<file path="src/rtl/button_conditioner_if.sv">
// Raw push-button inputs and conditioned command outputs of the button conditioner.
// master drives the raw buttons; slave is the conditioner itself.
interface button_conditioner_if;
    logic       iBtnForward;
    logic       iBtnBack;
    logic       iBtnReset;
    logic       oForward;
    logic       oBack;
    logic       oClear;
    logic [2:0] oStable;

    modport master (
        output iBtnForward, iBtnBack, iBtnReset,
        input  oForward, oBack, oClear, oStable
    );

    modport slave (
        input  iBtnForward, iBtnBack, iBtnReset,
        output oForward, oBack, oClear, oStable
    );
endinterface

</file>
<file path="src/rtl/button_conditioner.sv">
// Synchronises, debounces and edge-detects three panel buttons, then emits at most one
// single-cycle command pulse per cycle with priority reset > back > forward.
module button_conditioner #(
    parameter int DEBOUNCE_CYCLES = 500000,
    parameter int CNT_WIDTH       = 19
) (
    input logic                  iClk,
    input logic                  iReset,
    button_conditioner_if.slave  bus
);
    localparam logic [CNT_WIDTH-1:0] CNT_MAX = CNT_WIDTH'(DEBOUNCE_CYCLES - 1);

    // Channel index: 0 = forward, 1 = back, 2 = reset.
    logic [2:0]           w_raw;
    logic [2:0]           r_s1;
    logic [2:0]           r_s2;
    logic [2:0]           r_stable;
    logic [2:0]           r_stable_d;
    logic [CNT_WIDTH-1:0] r_cnt [3];
    logic [2:0]           w_rise;
    logic                 w_fwd_next;
    logic                 w_back_next;
    logic                 w_clr_next;
    logic                 r_forward;
    logic                 r_back;
    logic                 r_clear;

    assign w_raw = {bus.iBtnReset, bus.iBtnBack, bus.iBtnForward};

    always_ff @(posedge iClk) begin
        if (iReset) begin
            r_s1       <= '0;
            r_s2       <= '0;
            r_stable   <= '0;
            r_stable_d <= '0;
            for (int i = 0; i < 3; i++) r_cnt[i] <= '0;
        end else begin
            r_s1       <= w_raw;
            r_s2       <= r_s1;
            r_stable_d <= r_stable;
            // A disagreement must persist without a break; any agreement discards progress.
            for (int i = 0; i < 3; i++) begin
                if (r_s2[i] == r_stable[i]) begin
                    r_cnt[i] <= '0;
                end else if (r_cnt[i] == CNT_MAX) begin
                    r_stable[i] <= r_s2[i];
                    r_cnt[i]    <= '0;
                end else begin
                    r_cnt[i] <= r_cnt[i] + 1'b1;
                end
            end
        end
    end

    assign w_rise = r_stable & ~r_stable_d;

    // Losing rises are dropped, not held for a later cycle.
    always_comb begin
        w_fwd_next  = 1'b0;
        w_back_next = 1'b0;
        w_clr_next  = 1'b0;
        if (w_rise[2])      w_clr_next  = 1'b1;
        else if (w_rise[1]) w_back_next = 1'b1;
        else if (w_rise[0]) w_fwd_next  = 1'b1;
    end

    always_ff @(posedge iClk) begin
        if (iReset) begin
            r_forward <= 1'b0;
            r_back    <= 1'b0;
            r_clear   <= 1'b0;
        end else begin
            r_forward <= w_fwd_next;
            r_back    <= w_back_next;
            r_clear   <= w_clr_next;
        end
    end

    assign bus.oForward = r_forward;
    assign bus.oBack    = r_back;
    assign bus.oClear   = r_clear;
    assign bus.oStable  = r_stable;
endmodule

</file>
<file path="src/flat_wrapper.sv">
// flat-port wrapper written by rule: the top's interface ports become plain ports
module button_conditioner_flat 
#(
    parameter int DEBOUNCE_CYCLES = 500000,
    parameter int CNT_WIDTH       = 19
)
  (iClk, iReset, bus_iBtnForward, bus_iBtnBack, bus_iBtnReset, bus_oForward, bus_oBack, bus_oClear, bus_oStable);
  button_conditioner_if bus_i ();
  input logic iClk;
  input logic iReset;
  input wire logic [$bits(bus_i.iBtnForward)-1:0] bus_iBtnForward;
  input wire logic [$bits(bus_i.iBtnBack)-1:0] bus_iBtnBack;
  input wire logic [$bits(bus_i.iBtnReset)-1:0] bus_iBtnReset;
  output wire logic [$bits(bus_i.oForward)-1:0] bus_oForward;
  output wire logic [$bits(bus_i.oBack)-1:0] bus_oBack;
  output wire logic [$bits(bus_i.oClear)-1:0] bus_oClear;
  output wire logic [$bits(bus_i.oStable)-1:0] bus_oStable;
  assign bus_i.iBtnForward = bus_iBtnForward;
  assign bus_i.iBtnBack = bus_iBtnBack;
  assign bus_i.iBtnReset = bus_iBtnReset;
  assign bus_oForward = bus_i.oForward;
  assign bus_oBack = bus_i.oBack;
  assign bus_oClear = bus_i.oClear;
  assign bus_oStable = bus_i.oStable;
  button_conditioner #(.DEBOUNCE_CYCLES(DEBOUNCE_CYCLES), .CNT_WIDTH(CNT_WIDTH)) u_core (.iClk(iClk), .iReset(iReset), .bus(bus_i));
endmodule
</file>
<file path="config.mk">
export PLATFORM = sky130hd
export DESIGN_NAME = button_conditioner_flat
export DESIGN_NICKNAME = d
export VERILOG_FILES = /design/src/rtl/button_conditioner_if.sv /design/src/rtl/button_conditioner.sv /design/src/flat_wrapper.sv
export SDC_FILE = /design/constraint.sdc
export NUM_CORES = 1
export LEC_CHECK = 0
export ABC_AREA = 0
export CORE_ASPECT_RATIO = 1.2
export CORE_MARGIN = 1.5
export CORE_UTILIZATION = 50
export CTS_CLUSTER_DIAMETER = 80
export DETAILED_ROUTE_END_ITERATION = 7
export PLACE_DENSITY = 0.73
export SKIP_CTS_REPAIR_TIMING = 1
export SYNTH_ARGS = -nofsm -noshare
export SYNTH_HDL_FRONTEND = slang
export SYNTH_SLANG_ARGS = --single-unit
</file>
<file path="constraint.sdc">
create_clock -name iClk -period 2.4 [get_ports iClk]
set_input_delay 0.36 -clock iClk [delete_from_list [all_inputs] [get_ports iClk]]
set_output_delay 0.36 -clock iClk [all_outputs]
set_load 0.005 [all_outputs]
</file>
==> run_results.csv, run 1 <==
group,metric,value,unit
worst_setup_path,cp-start-kind,"flop",
placed_design,pre_cts_slack,0.467,ns
routing,drtPass1Iterations,4,
worst_setup_path,cp.arrival,2.04,ns
floorplanning,rows,33,
synthesis,post-synth-top-area-cell,"edfxtp_1",
routing,wl,6260,um
timing,skew,0.00873,ns
layout,n_antenna_cell,0,
placed_design,port_buffers,10,
layout,fill_cells,605,
power_and_ir_drop,finalPower,2.56,mW
worst_setup_path,cp_max_fo,11,
clock_tree,ctsHtreeMaxLevel,3,
worst_hold_path,hold_start,"u_core.r_stable_d[2]$_SDFF_PP0_",
layout,regArea,2010,um^2
global_route,grt_pass1_vias,2411,
floorplanning,start_util,52.5,%
worst_setup_path,cp_top_family,"simple AND/OR/NAND/NOR gates",
timing,fin_ws,0.447,ns
worst_setup_path,r2r_slack,0.45,ns
floorplanning,core,6940,um^2
layout,nets,412,
floorplanning,pin_count,11,
run,timing.max_cap.violations,0,
worst_setup_path,crit_required,2.49,ns
global_route,antenna_found_initial,0,
synthesis,netlist.area_leader.share,47.0,%
worst_setup_path,critPathLaunch,"u_core.r_cnt[2][15]$_SDFFCE_PN0P_",
routing,antenna_left,0,
clock_tree,clkTransAtPathRegs,0.08,ns
timing,period_share,81.4,%
clock_tree,cts_tree,"built",
synthesis,synth_common_cells,"edfxtp_1, nor2_1, xor2_1, nand3_1, nand4_1",
synthesis,synth.most_common_cell,"edfxtp_1",
layout,final_layout_size_suffix_gt1_share,6.85,%
global_route,grt_remaining_overflow,0,
power_and_ir_drop,total_leakage_power,1.48,nW
placed_design,place.gp.congestion,0.796,
synthesis,synth_edf_count,57,
timing,tightest_slew,0.604,ns
global_route,grt_max_degree,20,
synthesis,synthFlopType,"edfxtp_1",
timing,fmax,512,MHz
floorplanning,die-height,96.5,um
timing,grt_setup_unrepaired,"false",
synthesis,yosysWarnings,0,
synthesis,synth_seq_cells,72,
global_route,grt_pass1_wl,10600,um
clock_tree,cts_buffers,9,
placed_design,place_area,4040,um^2
layout,areaGrowthSynthToFinish,16.8,%
routing,first_iter_violations,137,
routing,via_per_inst,5.11,
clock_tree,clock_latency,0.34,ns
synthesis,avgSynthCellArea,10.9,um^2
floorplanning,dieArea,7800,um^2
routing,num_vias,2536,
worst_setup_path,timing_worst_setup_path_type,"flop to flop",
worst_setup_path,slowest_delay,0.57,ns
timing,setup_tns,0,ns
floorplanning,die_w,80.9,um
timing,period_needed,1.95,ns
routing,drc,0,
synthesis,synthesis.area,3640,um^2
clock_tree,cts-root-buf,"clkbuf_8",
run_status,status,"finished clean",
timing,relSlewSlack,59.4,%
routing,routedWlPerCell,12.6,um
timing,hold_viol,0,
timing,whs,0.413,ns
global_route,grt_usage,18.1,%
clock_tree,clock-sinks,72,
worst_setup_path,path_buf_inv,1,
worst_hold_path,hp-class,"flop to flop",
power_and_ir_drop,p_per_area,602,nW/um^2
worst_setup_path,reg2reg_from,"u_core.r_cnt[2][15]$_SDFFCE_PN0P_",
timing,maxSlewViolCount,0,
placed_design,dp_hpwl,4560,um
synthesis,seq_area_frac_synth,55.3,%
synthesis,synthesis.instances,333,
worst_setup_path,critPathSlowestCell,"or4b_1",
power_and_ir_drop,vdd_ir_drop_max,0.000322,V
worst_setup_path,crit_chain,"nand3_1, or4b_1, o21bai_2, buf_4, nor2_1",
synthesis,ys_types,37,
synthesis,synthArstFlopShare,0,%
clock_tree,clockBufferDepth,2,
layout,multi_input_area,1770,um^2
layout,fin_area,4250,um^2
worst_setup_path,endpoint_kind,"flop",
synthesis,synth_area_leaders,"edfxtp_1, dfxtp_1, xor2_1",
timing,finalSetupViolations,0,
## worst reg2reg max path, cell delays in order, from the launching register on
cell and delay [ns]:
edfxtp_1 0.41, nand3_1 0.13, or4b_1 0.57, o21bai_2 0.29, buf_4 0.24, nor2_1 0.07
## routing by layer
metal,vias to the layer above,part of all wire (%),GRT usage [%]
met5,-,0,0
met4,0,1.5,10.3
met3,10,3.2,3.10
met2,49,49,30.3
met1,1164,46,22.0
li1,1313,-,-
## worst paths after layout
check | endpoint | cells after the start
min reg2reg | u_core.bus.oClear$_SDFF_PP0_ | 1
max reg2reg | u_core.r_cnt[2][3]$_SDFFCE_PN0P_ | 5
max | u_core.r_cnt[2][3]$_SDFFCE_PN0P_ | 5
min | u_core.bus.oClear$_SDFF_PP0_ | 1
## flip-flops by register name (all words and copies together) (netlist names)
| register | flops |
|---|---|
| u_core.r_cnt | 57 |
| u_core.r_stable_d | 3 |
| u_core.r_s2 | 3 |
| u_core.r_s1 | 3 |
| u_core.bus.oBack | 1 |
| u_core.bus.oClear | 1 |
| u_core.bus.oForward | 1 |
| u_core.bus.oStable | 3 |
## where the power goes
group,internal (mW),switching (mW),leakage [nW]
Clock,0.576,0.443,0.106
Sequential,1.39,0.0504,0.710
Combinational,0.0454,0.0557,0.660
Total,2.01,0.549,1.48
## area by class of cell
cell class / count / area share [%]
flip-flops and latches: 72 / 47.3
multi-input cells: 301 / 41.5
repair buffers: 15 / 3.24
clock buffers: 9 / 2.91
well taps: 87 / 2.56
clock inverters: 7 / 2.03
inverters: 5 / 0.441
## cell families (layout without fill, tap and decap cells)
kind of cell	count (synthesis)	after routing	share of synthesized area [%]
simple gates	171	171	25.6
other cells	1	57	0.103
mux	3	3	0.894
fa+ha+maj	3	3	1.03
buf+inv	16	36	1.99
xor+xnor	44	44	10.6
compound gates	23	23	4.50
flops	72	72	55.3
## through the flow
stage / instances / util (%)
finish: 496 / 61.3
global route: 496 / 61.3
CTS: 496 / 61.3
detailed placement: 480 / 58.3
global placement: 480 / 58.3
floorplan: 389 / -
## cells in the final DEF, fill, tap and decap left out, types with 6 or more instances in the layout
master | netlist | layout
nand4_1 | 20 | 20
a21oi_1 | 10 | 10
nor2_1 | 54 | 54
dfxtp_1 | 15 | 15
and4_1 | 12 | 12
xnor2_1 | 18 | 18
xor2_1 | 26 | 26
nand3_1 | 20 | 20
o21ai_0 | 6 | 6
edfxtp_1 | 57 | 57
nand2_1 | 14 | 14
nor3_1 | 8 | 8
clkbuf_8 | 0 | 9
clkdlybuf4s50_1 | 0 | 10
nor2b_1 | 11 | 11
conb_1 | 1 | 57
(Power assumes the default switching activity.)
==> inputs of run 2 (changes only) <==
- clock period: 2.4 -> 1.8 ns (I/O delays scaled with it)
==> run 2 against run 1 <==
Compared with the run above: the run now ends with setup timing left; sequential power rose by 32%; sequential share of layout area fell by 4.6 points; global-route usage rose by 1.0 points; utilization rose by 6.5 points; clock skew rose by 0.0027 ns; critical path depth fell by 1; clock-buffer cell count did not move; cell count rose by 11%; sequential cell count did not move; design area rose by 11%.
==> run_results.csv, run 2 (synthesis gave the netlist of run 1 again) <==
group,metric,value,unit
layout,largest_register_ffs,57,
power_and_ir_drop,p_per_area,683,nW/um^2
floorplanning,die_w,80.9,um
timing,finalSetupViolations,23,
timing,hold_viol,0,
floorplanning,rows,33,
run_status,violations,"setup timing",
floorplanning,start_util,52.5,%
routing,num_vias,2847,
layout,fill_cells,554,
worst_setup_path,cp_max_fo,7,
clock_tree,ctsHtreeMaxLevel,3,
routing,via_per_inst,5.18,
clock_tree,cts_buffers,9,
layout,final_layout_size_suffix_gt1_share,18.4,%
routing,drc,0,
layout,fin_area,4710,um^2
placed_design,dp_hpwl,5100,um
worst_setup_path,cp.arrival,2.01,ns
clock_tree,cts_tree,"built",
layout,top_register,"u_core.r_cnt",
power_and_ir_drop,combPwrFrac,7.1,%
worst_setup_path,critPathLaunch,"u_core.r_cnt[1][9]$_SDFFCE_PN0P_",
global_route,antenna_found_initial,0,
power_and_ir_drop,total_leakage_power,1.75,nW
floorplanning,die-height,96.5,um
worst_setup_path,critPathSlowestCell,"or4b_4",
timing,setup_tns,-1.60,ns
placed_design,place.gp.congestion,0.886,
worst_setup_path,endpoint_kind,"flop",
worst_setup_path,timing_worst_setup_path_type,"flop to flop",
worst_setup_path,cp_top_family,"simple AND/OR/NAND/NOR gates",
layout,finalNonFillerCells,550,
run,timing.max_cap.violations,0,
routing,wl,7290,um
worst_setup_path,cp-start-kind,"flop",
worst_hold_path,hold_start,"u_core.r_stable_d[2]$_SDFF_PP0_",
power_and_ir_drop,p_sw_share,23.7,%
layout,n_antenna_cell,0,
global_route,grt_pass1_vias,2614,
clock_tree,cts-root-buf,"clkbuf_8",
power_and_ir_drop,p_switching,0.762,mW
global_route,grt_remaining_overflow,0,
placed_design,port_buffers,10,
timing,period_share,107,%
timing,fmax,520,MHz
global_route,grt_max_degree,20,
timing,fin_ws,-0.124,ns
global_route,grt_usage,19.1,%
worst_setup_path,path_buf_inv,1,
layout,postLayoutCoreUtil,67.9,%
timing,period_needed,1.92,ns
power_and_ir_drop,p_int,2.45,mW
clock_tree,clock_latency,0.34,ns
worst_setup_path,slowest_delay,0.57,ns
clock_tree,clockBufferDepth,2,
power_and_ir_drop,power_frac_clock,33.8,%
clock_tree,clock-sinks,72,
routing,first_iter_violations,161,
worst_setup_path,reg2reg_from,"u_core.r_cnt[1][9]$_SDFFCE_PN0P_",
floorplanning,dieArea,7800,um^2
power_and_ir_drop,finalPower,3.21,mW
layout,final_cell_mix,"edfxtp_1, conb_1, nor2_1, buf_4, xor2_1",
floorplanning,pin_count,11,
worst_setup_path,crit_chain,"or4b_4, o41ai_4, buf_4, a21oi_1",
power_and_ir_drop,p_seq_share,59.1,%
routing,routedWlPerCell,13.2,um
layout,nets,466,
timing,skew,0.0114,ns
worst_hold_path,hp-class,"flop to flop",
timing,maxSlewViolCount,0,
routing,drtPass1Iterations,4,
run_status,status,"finished, violations left",
placed_design,place_area,4390,um^2
power_and_ir_drop,vdd_ir_drop_max,0.000419,V
worst_setup_path,crit_required,1.89,ns
clock_tree,clkTransAtPathRegs,0.08,ns
global_route,grt_pass1_wl,11300,um
placed_design,dp.cells,522,
floorplanning,core,6940,um^2
timing,grt_setup_unrepaired,"true",
routing,antenna_left,0,
layout,areaGrowthSynthToFinish,29.3,%
-- run 2: cell types whose count changed in the layout (fill, tap and decap cells not counted), sizes merged --
cell / previous run / this run
buf: 5 / 57
inv: 5 / 6
clkbuf: 9 / 11
clkinv: 4 / 5
bufinv: 2 / 0
-- run 2: power by group through the flow --
stage	clock network [mW]	logic (mW)	registers [mW]
6_report	1.09	0.228	1.90
5_1_grt	1.19	0.252	1.91
4_1_cts	1.12	0.201	1.90
3_5_place_dp	0	0.199	1.94
3_3_place_gp	0	0.195	1.93
2_1_floorplan	0	0.107	1.94
-- run 2: final cells by class --
cell class | instances | area, um^2 | area share [%]
clock buffer | 9 | 124 | 2.63
clock inverter | 7 | 37.5 | 0.797
inverter | 5 | 18.8 | 0.399
tap | 87 | 109 | 2.31
timing repair buffer | 69 | 598 | 12.7
multi-input combinational | 301 | 1810 | 38.4
sequential | 72 | 2010 | 42.7
-- run 2: path summary, 6_finish.rpt --
kind	slack, ns	depth (start not counted)	to
worst max-delay path	-0.12	4	u_core.r_cnt[1][17]$_SDFFCE_PN0P_
worst min-delay path	0.41	1	u_core.bus.oClear$_SDFF_PP0_
worst max register to register	-0.12	4	u_core.r_cnt[1][17]$_SDFFCE_PN0P_
worst min register to register	0.41	1	u_core.bus.oClear$_SDFF_PP0_
-- run 2: layer usage --
metal	share of wire (%)	global-route usage, %	wire length [um]	vias to the layer above
met1	43	22.8	3160	1359
li1	-	-	-	1417
met5	0	0	0	-
met3	2.9	4.41	211	18
met4	2.9	9.48	209	0
met2	51	32.3	3700	53
-- run 2: per-stage QoR --
step                hold slack [ns]  setup slack [ns]
global placement              0.406           -0.0302
global route                  0.426            -0.172
finish                        0.410            -0.124
floorplan                     0.351           -0.0925
CTS                           0.414            -0.132
detailed placement            0.404            -0.119
==> inputs of run 3 (changes only) <==
- ABC_CLOCK_PERIOD_IN_PS: unset -> 1800
==> results of run 3 <==
Same layout as run 2: the final DEF is identical, and so are final timing and power.
